<file path="src/rtl/usb_transmitter_pkg.sv">
// -----------------------------------------------------------------------------
// usb_transmitter_pkg
// Shared types and constants for the low-speed USB transmit path.
//   d_port_t        : line state {D-,D+}
//   D_J / D_K / D_SE0 line-state constants
//   USB_SYNC        : SYNC pattern, sent LSB first
//   LS_CLKS_PER_BIT : clk_sys cycles per low-speed bit time at 24 MHz
//   tx_state_t      : transmit FSM state encoding
// -----------------------------------------------------------------------------
package usb_transmitter_pkg;

   typedef logic [1:0] d_port_t;

   localparam d_port_t D_J   = 2'b10;
   localparam d_port_t D_K   = 2'b01;
   localparam d_port_t D_SE0 = 2'b00;

   localparam logic [7:0] USB_SYNC        = 8'h80;
   localparam int         LS_CLKS_PER_BIT = 16;

   typedef logic [2:0] tx_state_t;

   localparam tx_state_t ST_IDLE  = 3'd0;
   localparam tx_state_t ST_SYNC  = 3'd1;
   localparam tx_state_t ST_DATA  = 3'd2;
   localparam tx_state_t ST_STUFF = 3'd3;
   localparam tx_state_t ST_ABORT = 3'd4;
   localparam tx_state_t ST_EOP   = 3'd5;

endpackage

</file>
<file path="src/rtl/usb_tx_nrzi.sv">
// -----------------------------------------------------------------------------
// usb_tx_nrzi
// Line encoder: NRZI line register, consecutive-ones counter and stuff request.
// Ports:
//   clk_i, reset_i : clock, synchronous active-high reset (line returns to J)
//   bit_stb_i      : present a new bit on the line at this edge
//   bit_i          : logical bit value (0 toggles, 1 holds)
//   stuff_en_i     : count ones and insert a stuff bit when due
//   se0_i          : drive SE0 instead of a data bit
//   force_j_i      : drive J and clear the ones counter
//   stuff_req_o    : six ones sent; the next strobe must be a stuff bit
//   line_o         : registered line state {D-,D+}
// -----------------------------------------------------------------------------
module usb_tx_nrzi
   import usb_transmitter_pkg::*;
(
   input  logic    clk_i,
   input  logic    reset_i,
   input  logic    bit_stb_i,
   input  logic    bit_i,
   input  logic    stuff_en_i,
   input  logic    se0_i,
   input  logic    force_j_i,
   output logic    stuff_req_o,
   output d_port_t line_o
);

   logic [2:0] ones_q, ones_d;
   d_port_t    line_q, line_d;
   d_port_t    line_tgl;

   assign line_tgl    = (line_q == D_K) ? D_J : D_K;
   assign stuff_req_o = (ones_q == 3'd6);
   assign line_o      = line_q;

   always_comb begin
      line_d = line_q;
      ones_d = ones_q;
      if (bit_stb_i) begin
         if (force_j_i) begin
            line_d = D_J;
            ones_d = '0;
         end else if (se0_i) begin
            line_d = D_SE0;
         end else if (stuff_en_i && stuff_req_o) begin
            // stuff bit is a 0: toggle and restart the run
            line_d = line_tgl;
            ones_d = '0;
         end else if (!bit_i) begin
            line_d = line_tgl;
            ones_d = '0;
         end else if (stuff_en_i) begin
            ones_d = ones_q + 3'd1;
         end
      end
   end

   always_ff @(posedge clk_i) begin
      if (reset_i) begin
         line_q <= D_J;
         ones_q <= '0;
      end else begin
         line_q <= line_d;
         ones_q <= ones_d;
      end
   end

endmodule

</file>
<file path="src/rtl/usb_transmitter.sv">
// -----------------------------------------------------------------------------
// usb_transmitter
// Low-speed USB device transmit engine: SYNC, LSB-first bytes, bit stuffing,
// NRZI and EOP, fed by a valid/ready byte interface.
// Ports:
//   clk, reset          : 24 MHz clock, synchronous active-high reset
//   tx_valid/tx_data/tx_last : byte source; sampled only on an accept edge
//   tx_ready            : accept strobe (IDLE, or last clk of a non-last byte)
//   d_o, d_en           : registered line state and drive enable
//   busy                : packet in progress, including EOP
//   tx_err              : one-cycle pulse on underrun
// Build option USB_TX_UNDERRUN_ABORT_EN: on underrun send eight unstuffed
// ones before EOP; otherwise EOP follows the last complete byte directly.
//
//   state | meaning
//   IDLE  | line J, d_en low, waiting for the first byte
//   SYNC  | sending the 8 SYNC bits
//   DATA  | sending holding-register bits, LSB first
//   STUFF | sending an inserted stuff bit
//   ABORT | eight held bits after an underrun (option build only)
//   EOP   | two bits SE0, one bit J
// -----------------------------------------------------------------------------
module usb_transmitter
   import usb_transmitter_pkg::*;
#(
   parameter int CLKS_PER_BIT = LS_CLKS_PER_BIT
) (
   input  logic       clk,
   input  logic       reset,
   input  logic       tx_valid,
   input  logic [7:0] tx_data,
   input  logic       tx_last,
   output logic       tx_ready,
   output d_port_t    d_o,
   output logic       d_en,
   output logic       busy,
   output logic       tx_err
);

   localparam int             TW       = (CLKS_PER_BIT > 1) ? $clog2(CLKS_PER_BIT) : 1;
   localparam logic [TW-1:0]  TMR_LOAD = TW'(CLKS_PER_BIT - 1);

   tx_state_t     state_q, state_d;
   logic [TW-1:0] timer_q, timer_d;
   logic [2:0]    idx_q, idx_d, idx_inc;
   logic [7:0]    hold_q, hold_d;
   logic          last_q, last_d;
   logic          d_en_q, d_en_d;
   logic          busy_q, busy_d;
   logic          tx_err_q, tx_err_d;

   logic tc, byte_end, stuff_req;
   logic bit_stb, bit_val, stuff_en, se0, force_j;

   assign tc      = (timer_q == '0);
   assign idx_inc = idx_q + 3'd1;
   // a byte ends after bit 7, or after the stuff bit that bit 7 triggered
   assign byte_end = tc && (idx_q == 3'd7) &&
                     (((state_q == ST_DATA) && !stuff_req) || (state_q == ST_STUFF));
   assign tx_ready = (state_q == ST_IDLE) || (byte_end && !last_q);

   always_comb begin
      state_d  = state_q;
      timer_d  = tc ? TMR_LOAD : timer_q - 1'b1;
      idx_d    = idx_q;
      hold_d   = hold_q;
      last_d   = last_q;
      d_en_d   = d_en_q;
      busy_d   = busy_q;
      tx_err_d = 1'b0;
      bit_stb  = 1'b0;
      bit_val  = 1'b0;
      stuff_en = 1'b1;
      se0      = 1'b0;
      force_j  = 1'b0;
      case (state_q)
         ST_IDLE: begin
            timer_d = TMR_LOAD;
            if (tx_valid) begin
               hold_d  = tx_data;
               last_d  = tx_last;
               state_d = ST_SYNC;
               idx_d   = '0;
               bit_stb = 1'b1;
               bit_val = USB_SYNC[0];
               d_en_d  = 1'b1;
               busy_d  = 1'b1;
            end
         end
         ST_SYNC: begin
            if (tc) begin
               bit_stb = 1'b1;
               if (idx_q == 3'd7) begin
                  state_d = ST_DATA;
                  idx_d   = '0;
                  bit_val = hold_q[0];
               end else begin
                  idx_d   = idx_inc;
                  bit_val = USB_SYNC[idx_inc];
               end
            end
         end
         ST_DATA, ST_STUFF: begin
            if (tc) begin
               bit_stb = 1'b1;
               if ((state_q == ST_DATA) && stuff_req) begin
                  state_d = ST_STUFF;
               end else if (idx_q != 3'd7) begin
                  state_d = ST_DATA;
                  idx_d   = idx_inc;
                  bit_val = hold_q[idx_inc];
               end else if (last_q) begin
                  state_d = ST_EOP;
                  idx_d   = '0;
                  se0     = 1'b1;
               end else if (tx_valid) begin
                  hold_d  = tx_data;
                  last_d  = tx_last;
                  state_d = ST_DATA;
                  idx_d   = '0;
                  bit_val = tx_data[0];
               end else begin
                  tx_err_d = 1'b1;
                  idx_d    = '0;
`ifdef USB_TX_UNDERRUN_ABORT_EN
                  state_d  = ST_ABORT;
                  bit_val  = 1'b1;
                  stuff_en = 1'b0;
`else
                  state_d  = ST_EOP;
                  se0      = 1'b1;
`endif
               end
            end
         end
`ifdef USB_TX_UNDERRUN_ABORT_EN
         ST_ABORT: begin
            // stuffing disabled so the host sees a stuff error
            stuff_en = 1'b0;
            if (tc) begin
               bit_stb = 1'b1;
               if (idx_q == 3'd7) begin
                  state_d = ST_EOP;
                  idx_d   = '0;
                  se0     = 1'b1;
               end else begin
                  idx_d   = idx_inc;
                  bit_val = 1'b1;
               end
            end
         end
`endif
         ST_EOP: begin
            if (tc) begin
               if (idx_q == 3'd2) begin
                  state_d = ST_IDLE;
                  d_en_d  = 1'b0;
                  busy_d  = 1'b0;
               end else begin
                  bit_stb = 1'b1;
                  idx_d   = idx_inc;
                  se0     = (idx_q == 3'd0);
                  force_j = (idx_q != 3'd0);
               end
            end
         end
         default: state_d = ST_IDLE;
      endcase
   end

   always_ff @(posedge clk) begin
      if (reset) begin
         state_q  <= ST_IDLE;
         timer_q  <= TMR_LOAD;
         idx_q    <= '0;
         hold_q   <= '0;
         last_q   <= 1'b0;
         d_en_q   <= 1'b0;
         busy_q   <= 1'b0;
         tx_err_q <= 1'b0;
      end else begin
         state_q  <= state_d;
         timer_q  <= timer_d;
         idx_q    <= idx_d;
         hold_q   <= hold_d;
         last_q   <= last_d;
         d_en_q   <= d_en_d;
         busy_q   <= busy_d;
         tx_err_q <= tx_err_d;
      end
   end

   usb_tx_nrzi u_nrzi (
      .clk_i       (clk),
      .reset_i     (reset),
      .bit_stb_i   (bit_stb),
      .bit_i       (bit_val),
      .stuff_en_i  (stuff_en),
      .se0_i       (se0),
      .force_j_i   (force_j),
      .stuff_req_o (stuff_req),
      .line_o      (d_o)
   );

   assign d_en   = d_en_q;
   assign busy   = busy_q;
   assign tx_err = tx_err_q;

endmodule

</file>
<file path="config.mk">
export PLATFORM = sky130hd
export DESIGN_NAME = usb_transmitter
export DESIGN_NICKNAME = d
export VERILOG_FILES = /design/src/rtl/usb_transmitter_pkg.sv /design/src/rtl/usb_tx_nrzi.sv /design/src/rtl/usb_transmitter.sv
export SDC_FILE = /design/constraint.sdc
export NUM_CORES = 1
export LEC_CHECK = 0
export ABC_AREA = 1
export CORE_ASPECT_RATIO = 1.75
export CORE_UTILIZATION = 45
export DETAILED_ROUTE_END_ITERATION = 8
export PLACE_DENSITY_LB_ADDON = 0.08
export SETUP_SLACK_MARGIN = 0.4
export SYNTH_ARGS = -nofsm -noshare
export SYNTH_HDL_FRONTEND = slang
export SYNTH_SLANG_ARGS = --single-unit
</file>
<file path="constraint.sdc">
create_clock -name clk -period 2.5 [get_ports clk]
set_clock_uncertainty 0.2 [all_clocks]
set_input_delay 0.25 -clock clk [delete_from_list [all_inputs] [get_ports clk]]
set_output_delay 0.25 -clock clk [all_outputs]
set_load 0.01 [all_outputs]
</file>
### After elaboration in Yosys (flattened, before gate mapping)

Memory sizes are Yosys's and may differ from the RTL's.
Cells that the tools add are included.

| operators by class | value |
|---|---|
| reductions and logical operators | 27 |
| add/subtract/negate cells | 3 |
| mux-type cells | 73 |
| bitwise operators | 2 |
| equality and inequality tests | 21 |
| magnitude comparators | 1 |

Operators with widths:

| operator | count |
|---|---|
| 3-bit 2-to-1 mux | 22 |
| 8-bit 2-to-1 mux | 5 |
| 1-bit 2-to-1 mux | 32 |
| 3-bit one-hot mux with 4 select lines | 2 |
| 2-bit inequality test, second input constant | 10 |
| 8-bit one-hot mux with 2 select lines | 1 |
| 2-bit 2-to-1 mux | 5 |
| 5-bit AND reduction | 2 |
| 3-bit by 2-bit == test with 1-bit output, second input constant | 3 |
| 3-bit == test, second input constant | 3 |
| 1-bit one-hot mux with 2 select lines | 4 |
| 7-bit AND reduction | 1 |
| 3-bit by 1-bit adder with 3-bit output, second input constant | 2 |
| 3-bit logical NOT | 2 |
| 6-bit AND reduction | 1 |
| 3-bit OR reduction | 2 |
| 6-bit OR reduction | 1 |
| 1-bit logical AND | 5 |
| 4-bit logical NOT | 1 |
| 3-bit by 4-bit less-than comparator with 1-bit output, second input constant | 1 |
| 4-bit inequality test, second input constant | 1 |
| 2-bit AND reduction | 2 |
| 4-bit AND reduction | 1 |
| 2-bit nonzero test | 2 |
| other kinds (13) | 16 |

| storage, ports and cells | value |
|---|---|
| flip-flop bits (word level) | 26 |
| bits of input ports | 12 |
| output and inout port bits | 6 |
| memories kept | 1 |
| memory bits (read-only) | 8 |

Memory list:

| name | depth | width | read ports | clocked after Yosys merged registers in | wr ports | RTL line | text |
|---|---|---|---|---|---|---|---|
| (no name shown) | 8 | 1 | 1 | 0 | 0 | usb_transmitter.sv:99 | `bit_val = USB_SYNC[idx_inc];` |

### Logic depth before layout (Yosys ltp)

Gate-level depths: netlist (run 1).

| depth | value |
|---|---|
| depth in word-level cells | 11 |
| depth in mapped cells | 12 |
| gate-level depth less buffers | 12 |

### Modules after synthesis

Synthesis (run 1) repeated with hierarchy kept, for this count alone.

| unflattened totals | value |
|---|---|
| cells, all modules | 284 |
| area total of the unflattened synthesis | 1764.2 sq um |

By module, submodules not included:

| module | sequential area each (sq um) | cells each | area each (sq um) | times used |
|---|---|---|---|---|
| usb_transmitter | 420.4 | 223 | 1401.3 | 1 |
| usb_tx_nrzi | 100.1 | 61 | 362.8 | 1 |

### Worst setup path after synthesis (run 1)

OpenSTA, ideal clock, no wires.

| path | value |
|---|---|
| path kind | register -> register |
| from | register idx_q[0] |
| to | register u_nrzi.line_q[0] (netlist: u_nrzi.line_o[0]) |
| setup time | 0.115 ns |
| cell stages (with the launch flop) | 11 |
| arrival time | 1.536 ns |
| path buffers | 0 |
| clock period less this slack | 1.851 ns |
| slack | 0.649 ns |
| cell sequence | dfxtp_1 -> inv_1 -> ha_1 -> inv_1 -> nand3_1 -> nand3b_1 -> nand3_1 -> nand2_1 -> nand3_2 -> a21oi_1 -> nor2_1 |

| between the ends | value |
|---|---|
| longest elaborated chain between the ends | 9 |
| elaborated cells on any way between the ends | 32 |
| classes of those cells | add/sub: 1; eq/ne: 4; mux: 23; reduce/logical: 3; memory: 1 |

Ends and longest elaborated chain:

| element | RTL line | text |
|---|---|---|
| start, declared | usb_transmitter.sv:45 | `logic [2:0] idx_q, idx_d, idx_inc;` |
| start signal, assigned | usb_transmitter.sv:184 | `idx_q <= idx_d;` |
| 3-bit by 1-bit adder with 3-bit output | usb_transmitter.sv:56 | `assign idx_inc = idx_q + 3'd1;` |
| 1-bit binary-select mux with 3-bit select | usb_transmitter.sv:111 | `bit_val = hold_q[idx_inc];` |
| 1-bit 2-to-1 mux (not written as such) | usb_transmitter.sv:111 |  |
| 1-bit 2-to-1 mux | usb_transmitter.sv:108 | `end else if (idx_q != 3'd7) begin` |
| 1-bit 2-to-1 mux | usb_transmitter.sv:106 | `if ((state_q == ST_DATA) && stuff_req) begin` |
| 1-bit 2-to-1 mux | usb_transmitter.sv:104 | `if (tc) begin` |
| 1-bit one-hot mux with 2 select lines | usb_transmitter.sv:76 | `case (state_q)` |
| 4-bit inequality test (no line) | -- |  |
| 2-bit AND reduction (no line) | -- |  |
| end signal, assigned | usb_tx_nrzi.sv:63 | `line_q <= line_d;` |
| end, declared | usb_tx_nrzi.sv:29 | `d_port_t line_q, line_d;` |

Parallel ways exist; a longest one is shown, timed or not. The select of a mux whose other input is x is not followed.
A chain may end at the register's enable or synchronous reset.

### Worst setup path in the final report (run 1)

Same ends and word-level chain as after synthesis.

==> summary.txt, run 1 <==
Outcome
  – Outcome: completed

Yosys
  – Synth top area cells: dfxtp_1 33%, nand2_1 7.8%, a21oi_1 7.6%, ha_1 7.1%, inv_1 6.4%
  – Mean Syn Cell Area: 7.40 µm²
  – Post-Syn Area: 1580 µm²
  – Synthesis Warnings: 0
  – Seq cells post-synth: 26
  – Post-synthesis sequential area ratio: 0.329
  – Post-synth EDFFs: 0
  – Post-synth cell types: 33
  – Post-Synthesis Cells: 214
  – Post-synth net total: 235
  – Async SR Flop Fraction: 0
  – Most common cell in the netlist: nand2_1
  – Synth Flop Type: dfxtp_1
  – Yosys top cell by area: dfxtp_1
  – Synth cell count leaders: 33 x nand2_1, 27 x inv_1, 26 x dfxtp_1, 24 x a21oi_1, 19 x o21ai_0
  – Top-area cell type share of the netlist area: 0.329

Clock tree
  – H-tree levels: 1
  – Clk_lat worst skew: 280 ps
  – CTS buffer count: 3
  – CTS tree: done
  – CTS clk-pin slew, worst paths: 100 ps
  – Root Buffer: clkbuf_8
  – Setup Buffers After CTS: 0
  – Clock Sinks: 26
  – Clock tree buffer depth: 2

Global route
  – M1 GR Usage: 0.242
  – Vias in the first global route: 1559
  – Largest net degree at the start of global routing: 17
  – Met2 Use GR: 0.501
  – GR Overflow Total: 0
  – GRT met3 Usage: 0.0337
  – Most used routing layer: met2
  – Initial antenna violation count: 0
  – Gr usage total: 0.255
  – First-pass GRT wire length: 6910 µm

Final layout
  – Post-route insts no fill: 278
  – Fill count: 338
  – Area Overhead vs Synth: 20.0%
  – ANT cells: 0
  – Share of cells above drive strength 1: 0.189
  – Layout Nets: 255

Timing
  – RSZ-0062 raised after global routing: true
  – Max Fclk: 0.494 GHz
  – PnR worst setup slack: 476 ps
  – Final number of setup-violating endpoints: 0
  – Hold Slack: 214 ps
  – Tmin final: 2020 ps
  – Final Max Slew Viols: 0
  – Slew HR: 0.686
  – Final Hold Vio Count: 0
  – Final worst-path cycle share: 0.810
  – Worst Tran Pin Value: 470 ps
  – Setup TNS: 0 ps

Power and ir drop
  – Power Density: 1100 nW/µm²
  – Leakage: 0.000803 µW
  – VDD IR max: 0.610 mV

Worst setup path
  – Critical Path RT: 2480 ps
  – CP cell instances: inv_1 -> ha_1 -> nand2_2 -> inv_1 -> nor2_4 -> nand2_1 -> nand2_2 -> a21oi_4 -> nand3_2 -> a21oi_1 -> nor2_1
  – Flop2flop setup slack: 480 ps
  – CP max FO: 7
  – Reg2Reg Depth: 11
  – Reg-to-Reg End: u_nrzi.line_o[0]$_SDFFE_PP0P_
  – WP depth: 11
  – Crit path from: idx_q[0]$_SDFFE_PP0P_
  – Critical path class: reg2reg
  – Worst r2r src: idx_q[0]$_SDFFE_PP0P_
  – Slowest Stage Delay on Critical Path: 380 ps
  – CP max-delay cell: dfxtp_4
  – Worst Setup Start Kind: flip-flop
  – Crit path capture: u_nrzi.line_o[0]$_SDFFE_PP0P_
  – CP top delay family: simple AND/OR/NAND/NOR gates
  – Worst path arrival time: 2010 ps
  – CP Capture Type: flip-flop
  – Worst path bufs/invs: 2

Placed design
  – Placed Cells: 273
  – RePlAce Congestion: 0.905
  – # port buffers: 17
  – Dpl ws: 308 ps
  – HPWL after DPL: 3340 µm

Floorplanning
  – Initial Util: 0.471
  – Die Ht: 80.5 µm
  – I/O pin cnt: 18
  – Row cnt: 28
  – Core footprint: 3360 µm²
  – Die area: 3770 µm²
  – Die X: 46.8 µm

Detailed routing
  – WL per Instance: 15.3 µm
  – WL final: 4260 µm
  – DRC violations left: 0
  – First-pass DRT Iterations: 5
  – Post-DRT Antenna Nets: 0
  – Vias: 1511
  – Detailed router's first-iteration violation count: 73
  – Vias per cell: 5.44

Hold path
  – Hold_sp: timer_q[0]$_SDFF_PP1_
  – Hold/Removal Path Class: reg2reg

Flow run
  – Max Cap Viol: 0
[final cells by class]
type	instances	area, µm²	area share
Clock buffer	3	41.3	0.0217
Clock inverter	1	30.0	0.0158
Inverter	33	126	0.0665
Multi-Input combinational cell	152	947	0.499
Sequential cell	26	526	0.277
Tap cell	45	56.3	0.0296
Timing Repair Buffer	18	173	0.0909
[how the worst min path moves through the flow]
stage	endpoint	slack, ps	cells past startpoint
after floorplan	tx_err$_SDFF_PP0_	130	1
after global placement	timer_q[0]$_SDFF_PP1_	190	1
after detailed placement	timer_q[0]$_SDFF_PP1_	190	1
after CTS	timer_q[0]$_SDFF_PP1_	220	1
after global routing	timer_q[0]$_SDFF_PP1_	230	1
final	timer_q[0]$_SDFF_PP1_	210	1
[kinds of logic (layout without fill, tap and decap cells)]
group                    after synthesis  in the layout  synth area share
flip-flops                            26             26             0.329
AO/OA/AOI/OAI                         55             55             0.199
buffers and inverters                 37             55            0.0965
AND/OR/NAND/NOR                       84             85             0.288
XOR/XNOR                               3              3            0.0166
adder cells (fa/ha/maj)                9              9            0.0711
[registers in the layout (all words and copies together) (netlist names)]
name	flops
busy	1
tx_err	1
idx_q	3
state_q	3
u_nrzi.ones_q	3
timer_q	4
last_q	1
hold_q	8
u_nrzi.line_o	2
[layout by cell type (no fill, tap or decap), types with 2 or more instances in the layout]
cell type / netlist / routed
ha_1: 9 / 9
nor2_1: 13 / 13
nand4_1: 2 / 2
inv_1: 27 / 26
clkdlybuf4s50_1: 0 / 16
nand4_4: 1 / 2
nand3_2: 3 / 3
nor2_4: 3 / 3
o21ai_0: 19 / 16
nor2_2: 2 / 2
inv_2: 5 / 6
nand2_2: 7 / 9
xnor2_1: 2 / 2
clkbuf_8: 0 / 3
a21oi_2: 3 / 3
nand3b_1: 2 / 2
nand3_1: 11 / 11
nor3_1: 4 / 4
dfxtp_1: 26 / 24
nand2_1: 33 / 31
a21oi_1: 24 / 24
o21ai_1: 4 / 6
[timing repair]
item / CTS / global route
resized for setup: 4 / 11
cloned: 0 / 1
setup endpoints to repair: 12 / 14
pin swaps: 1 / 1
hold buffers: 0 / 0
[layer usage]
layer / routed length (µm) / part of all wire
met1: 1510 / 0.35
met2: 2510 / 0.59
met3: 106 / 0.025
met4: 133 / 0.031
met5: 0 / 0
[per-stage QoR]
| step | instance area, µm² | power [µW] | util |
|---|---|---|---|
| 3_5_place_dp | 1790 | 1680 | 0.532 |
| 2_1_floorplan | 1580 | 1390 | - |
| 3_3_place_gp | 1790 | 1640 | 0.532 |
| 4_1_cts | 1870 | 2030 | 0.555 |
| 6_report | 1900 | 2090 | 0.565 |
| 5_1_grt | 1900 | 2260 | 0.565 |
[power breakdown]
part / switching, µW / internal [µW]
Sequential: 101 / 543
Combinational: 714 / 374
Clock: 146 / 215
(Power assumes the default switching activity.)
==> run 2, diff against run 1 <==
- clock period: 2.5 -> 1.7 ns (I/O delays scaled with it)
==> summary.txt, run 2 (same netlist as run 1, synthesis figures left out) <==
Timing
  – Final Hold Vio Count: 0 (unchanged)
  – Slew HR: 0.752 (+0.0661)
  – Final Max Slew Viols: 0 (unchanged)
  – Max Fclk: 0.547 GHz (+11%)
  – Worst Tran Pin Value: 372 ps (-98.0 ps)
  – RSZ-0062 raised after global routing: true
  – Hold Slack: 278 ps (+64.0 ps)
  – Tmin final: 1830 ps (-197 ps)
  – Setup TNS: -997 ps (-997 ps)
  – Final worst-path cycle share: 1.07 (+0.265)
  – PnR worst setup slack: -127 ps (-603 ps)
  – Final number of setup-violating endpoints: 16 (+16)

Floorplanning
  – Row cnt: 28 (unchanged)
  – Initial Util: 0.471 (unchanged)
  – I/O pin cnt: 18 (unchanged)
  – Die Ht: 80.5 µm (unchanged)
  – Die area: 3770 µm² (unchanged)
  – Die X: 46.8 µm (unchanged)
  – Core footprint: 3360 µm² (unchanged)

Worst setup path
  – Critical Path RT: 1680 ps (-800 ps)
  – Worst Setup Start Kind: flip-flop
  – CP Capture Type: flip-flop
  – Slowest Stage Delay on Critical Path: 370 ps (about the same)
  – CP max-delay cell: dfxtp_4
  – CP top delay family: flip-flops
  – Worst path bufs/invs: 2 (unchanged)
  – Reg2Reg Depth: 11 (unchanged)
  – Worst r2r src: idx_q[0]$_SDFFE_PP0P_
  – Worst path arrival time: 1800 ps (-210 ps)
  – Critical path class: reg2reg
  – CP max FO: 5 (-2)
  – CP cell instances: ha_4 -> ha_4 -> inv_4 -> buf_6 -> a21oi_2 -> nand3_2 -> nand2_2 -> a21oi_4 -> nand3_4 -> a21oi_2 -> nor2_1
  – Flop2flop setup slack: -130 ps (-600 ps)
  – Reg-to-Reg End: u_nrzi.line_o[0]$_SDFFE_PP0P_

Hold path
  – Hold/Removal Path Class: reg2reg
  – Hold_sp: hold_q[7]$_SDFFE_PP0P_
  – Min-Delay Endpoint: hold_q[7]$_SDFFE_PP0P_
  – Worst Hold Depth: 2 (+1)

Final layout
  – Area Overhead vs Synth: 64.6%
  – Largest register FFs: 8 (unchanged)
  – Register Area: 537 µm² (+2.1%)
  – Share of cells above drive strength 1: 0.505 (+0.316)
  – Most flop-heavy register: hold_q
  – Most common cell after layout, fill and taps aside: buf_4
  – Most frequent cells in the layout: 49 x buf_4, 27 x nand2_1, 18 x inv_1, 18 x a21oi_1, 15 x dfxtp_1
  – Top flop regs: hold_q (8), timer_q (4)
  – Layout Nets: 311 (+22%)
  – Fill count: 246 (-27%)
  – ANT cells: 0 (unchanged)
  – Multi-input gate area: 1170 µm² (+24%)

Global route
  – Vias in the first global route: 1777 (+14%)
  – Initial antenna violation count: 0 (unchanged)
  – Gr usage total: 0.279 (+0.0245)
  – Largest net degree at the start of global routing: 16 (-1)
  – GR Overflow Total: 0 (unchanged)
  – First-pass GRT wire length: 7660 µm (+11%)

Clock tree
  – Clk_lat worst skew: 280 ps (about the same)
  – CTS tree: done
  – Clock Sinks: 26 (unchanged)
  – H-tree levels: 1 (unchanged)
  – Clock tree buffer depth: 2 (unchanged)
  – Root Buffer: clkbuf_8
  – CTS clk-pin slew, worst paths: 100 ps (about the same)
  – CTS buffer count: 3 (unchanged)

Detailed routing
  – WL per Instance: 14.3 µm (-6.9%)
  – WL final: 4760 µm (+12%)
  – Post-DRT Antenna Nets: 0 (unchanged)
  – Detailed router's first-iteration violation count: 45 (-38%)
  – Vias per cell: 5.10 (-6.2%)
  – Vias: 1702 (+13%)
  – First-pass DRT Iterations: 4 (-1)
  – DRC violations left: 0 (unchanged)

Flow run
  – Max Cap Viol: 0 (unchanged)

Placed design
  – # port buffers: 17 (unchanged)
  – HPWL after DPL: 3550 µm (+6.2%)
  – RePlAce Congestion: 0.857 (-5.3%)

Power and ir drop
  – Leakage: 0.00116 µW (+45%)
  – VDD IR max: 1.11 mV (+82%)
  – Power Density: 1510 nW/µm² (+37%)

Outcome
  – Failing checks: negative setup slack
  – Outcome: complete, but fails checks
==> run 2: final cells by class <==
type                       instances  share of cell area
clock buffer                       4              0.0255
inverter                          33              0.0543
multi-input combinational        152               0.450
sequential                        26               0.206
tap                               45              0.0216
timing repair buffer              74               0.243
==> run 2: metrics by stage <==
stage	cells	setup WS (ps)	total power (µW)	utilization	instance area, µm²
final	334	-127	3930	0.775	2610
after global routing	334	-233	4190	0.775	2610
after CTS	329	-111	3690	0.744	2500
after detailed placement	319	-227	3030	0.671	2260
after global placement	319	-193	2960	0.671	2260
after floorplan	214	10.2	2190	-	1700
==> run 2: worst max path at each step <==
| stage | start | to | cells past startpoint |
|---|---|---|---|
| floorplan | idx_q[0]$_SDFFE_PP0P_ | u_nrzi.line_o[0]$_SDFFE_PP0P_ | 8 |
| global placement | idx_q[1]$_SDFFE_PP0P_ | tx_ready | 7 |
| finish | idx_q[0]$_SDFFE_PP0P_ | u_nrzi.line_o[0]$_SDFFE_PP0P_ | 11 |
| global route | idx_q[0]$_SDFFE_PP0P_ | u_nrzi.line_o[1]$_SDFFE_PP1P_ | 11 |
| detailed placement | idx_q[1]$_SDFFE_PP0P_ | tx_ready | 7 |
| CTS | idx_q[0]$_SDFFE_PP0P_ | u_nrzi.line_o[1]$_SDFFE_PP1P_ | 11 |
==> run 2: repair_timing <==
action	CTS	global route
hold buffers	0	0
endpoints found under the setup margin	32	31
resized for setup	49	21
setup buffers	5	5
cloned	1	0
pin swaps	19	14
==> run 2: routing by layer <==
layer  vias up  wire length [µm]  GRT usage
li1        860                 -          -
met1       802              1660      0.266
met2        31              2900      0.543
met3         9                85     0.0337
met4         0               118      0.120
met5         -                 0          0
==> run 2: power by group <==
part	leakage [µW]	total, µW	switching (µW)	internal [µW]
Clock	0.0000339	472	215	256
Sequential	0.000217	931	120	811
Combinational	0.000914	2520	1390	1140
==> run 2: worst register-to-register path, stage by stage, from the launching register on <==
cell and delay (ps):
dfxtp_4 370, ha_4 170, ha_4 160, inv_4 50, buf_6 80, a21oi_2 30
nand3_2 80, nand2_2 70, a21oi_4 190, nand3_4 120, a21oi_2 140, nor2_1 60
==> run 3, diff against run 2 <==
- clock period: 1.7 -> 1.6 ns (I/O delays scaled with it)
==> summary.txt, run 3 (same netlist as run 1, synthesis figures left out) <==
Hold path
  – Hold/Removal Path Class: reg2reg

Global route
  – Vias in the first global route: 2034 (+14%)
  – Most used routing layer: met2
  – Initial antenna violation count: 0 (unchanged)
  – GR Overflow Total: 0 (unchanged)
  – First-pass GRT wire length: 8890 µm (+16%)
  – Met2 Use GR: 0.650 (+0.107)
  – Gr usage total: 0.333 (+0.0537)
  – Largest net degree at the start of global routing: 16 (unchanged)
  – GRT met3 Usage: 0.0404 (+0.00674)
  – M1 GR Usage: 0.288 (+0.0223)

Floorplanning
  – Initial Util: 0.471 (unchanged)
  – I/O pin cnt: 18 (unchanged)
  – Die Ht: 80.5 µm (unchanged)
  – Die area: 3770 µm² (unchanged)
  – Core footprint: 3360 µm² (unchanged)
  – Die X: 46.8 µm (unchanged)
  – Row cnt: 28 (unchanged)

Worst setup path
  – Most used cell, CP: buf_6
  – Flop2flop setup slack: -390 ps (-270 ps)
  – Slowest Stage Delay on Critical Path: 370 ps (about the same)
  – CP Capture Type: flip-flop
  – CP max-delay cell: dfxtp_4
  – CP cell instances: ha_4 -> ha_4 -> inv_2 -> nor3_2 -> nand3_1 -> buf_4 -> buf_6 -> buf_6 -> buf_6 -> buf_6 -> buf_6 -> nor3_4
  – Critical path class: reg2reg
  – Worst path arrival time: 2010 ps (+210 ps)
  – Critical Path RT: 1610 ps (-70 ps)
  – CP max FO: 2 (-3)
  – Worst Setup Start Kind: flip-flop

Placed design
  – HPWL after DPL: 3710 µm (+4.6%)
  – Placed Area: 2280 µm² (+1.2%)
  – RePlAce Congestion: 0.977 (+14%)
  – Dpl ws: -295 ps (-68.2 ps)
  – # port buffers: 17 (unchanged)

Timing
  – RSZ-0062 raised after global routing: true
  – Final number of setup-violating endpoints: 23 (+7)
  – Tmin final: 1990 ps (+167 ps)
  – Final worst-path cycle share: 1.25 (+0.172)
  – Final Max Slew Viols: 0 (unchanged)
  – Worst Tran Pin Value: 675 ps (+303 ps)
  – Max Fclk: 0.501 GHz (-8.4%)
  – Slew HR: 0.549 (-0.202)
  – PnR worst setup slack: -395 ps (-267 ps)
  – Final Hold Vio Count: 0 (unchanged)

Clock tree
  – H-tree levels: 1 (unchanged)
  – Clk_lat worst skew: 280 ps (about the same)
  – CTS tree: done
  – CTS buffer count: 3 (unchanged)
  – Clock tree buffer depth: 2 (unchanged)
  – CTS clk-pin slew, worst paths: 100 ps (about the same)
  – Root Buffer: clkbuf_8
  – Clock Sinks: 26 (unchanged)

Outcome
  – Failing checks: negative setup slack
  – Outcome: complete, but fails checks

Final layout
  – ANT cells: 0 (unchanged)
  – Most common cell after layout, fill and taps aside: buf_4
  – Largest register FFs: 8 (unchanged)
  – Most flop-heavy register: hold_q
  – Fill count: 192 (-22%)
  – Area Overhead vs Synth: 81.0%
  – Final Cell Area: 2870 µm² (+10%)
  – Share of cells above drive strength 1: 0.625 (+0.119)
  – Layout Nets: 323 (+3.9%)
  – Top flop regs: hold_q (8), timer_q (4)
  – Most frequent cells in the layout: 53 x buf_4, 26 x nand2_1, 17 x inv_1

Power and ir drop
  – Flop pwr share: 0.208 (-0.029)
  – Pint: 2580 µW (+17%)
  – Power Density: 1670 nW/µm² (+11%)
  – VDD IR max: 1.44 mV (+29%)
  – Clk pwr share: 0.105 (-0.015)
  – Leakage: 0.00125 µW (+7.5%)
  – P_sw: 2210 µW (+29%)
  – Combinational Power Share: 0.687 (+0.044)
  – Sw Share: 0.462 (+0.0238)

Detailed routing
  – First-pass DRT Iterations: 4 (unchanged)
  – Post-DRT Antenna Nets: 0 (unchanged)
  – Vias per cell: 5.50 (+8.0%)
  – Detailed router's first-iteration violation count: 53 (+18%)
  – DRC violations left: 0 (unchanged)
  – WL per Instance: 17.9 µm (+26%)
  – WL final: 6200 µm (+30%)
  – Vias: 1904 (+12%)

Flow run
  – Max Cap Viol: 0 (unchanged)
## run 3: cell types whose count changed in the layout (fill, tap and decap cells not counted), sizes merged
cell,delta
dlygate4sd2,-1
buf,+16
clkdlybuf4s15,-3
## run 3: area by class of cell
type | count | area, µm² | share of cell area
clock buffers | 4 | 66.3 | 0.0231
inverters | 33 | 146 | 0.0511
multi-input cells | 152 | 1320 | 0.459
flip-flops and latches | 26 | 538 | 0.188
well taps | 45 | 56.3 | 0.0197
repair buffers | 86 | 742 | 0.259
## run 3: per-stage QoR
step            util  total power, µW  TNS (ps)  hold slack (ps)  cells
2_1_floorplan      -             2360      -290             39.3    214
3_3_place_gp   0.679             3260     -4160              248    319
3_5_place_dp   0.679             3320     -4650              251    319
4_1_cts        0.815             4390     -4620              272    343
5_1_grt        0.852             5050     -7100              307    346
6_report       0.852             4790     -5680              279    346
## run 3: what timing repair did
item	4_1_cts	5_1_grt
pin swaps	34	20
resized for setup	85	38
endpoints found under the setup margin	32	32
gates cloned	1	0
hold buffers	0	0
buffers inserted	19	3
## run 3: power by group through the flow
stage	Combinational, µW	Sequential, µW	Clock [µW]
after global placement	2280	980	0
after detailed placement	2330	988	0
after global routing	3520	1010	523
after floorplan	1340	1020	0
final	3290	997	504
after CTS	2900	981	502
## run 3: per-layer routing
layer,vias up,share of wire
met5,-,0
met4,0,0.051
met3,33,0.031
met2,75,0.59
met1,911,0.33
li1,885,-
## run 3: final timing paths
check / depth (start not counted) / endpoint / from
max: 12 / tx_err$_SDFF_PP0_ / idx_q[0]$_SDFFE_PP0P_
min: 2 / hold_q[2]$_SDFFE_PP0P_ / hold_q[2]$_SDFFE_PP0P_
max reg2reg: 12 / tx_err$_SDFF_PP0_ / idx_q[0]$_SDFFE_PP0P_
min reg2reg: 2 / hold_q[2]$_SDFFE_PP0P_ / hold_q[2]$_SDFFE_PP0P_
## run 3: worst max-delay path, delay by kind of cell, from the launching register on
kind	cells	cell delay, ps
and+or+nand+nor	3	360
buffers and inverters	7	710
DFF	1	370
adders and majority gates	2	260
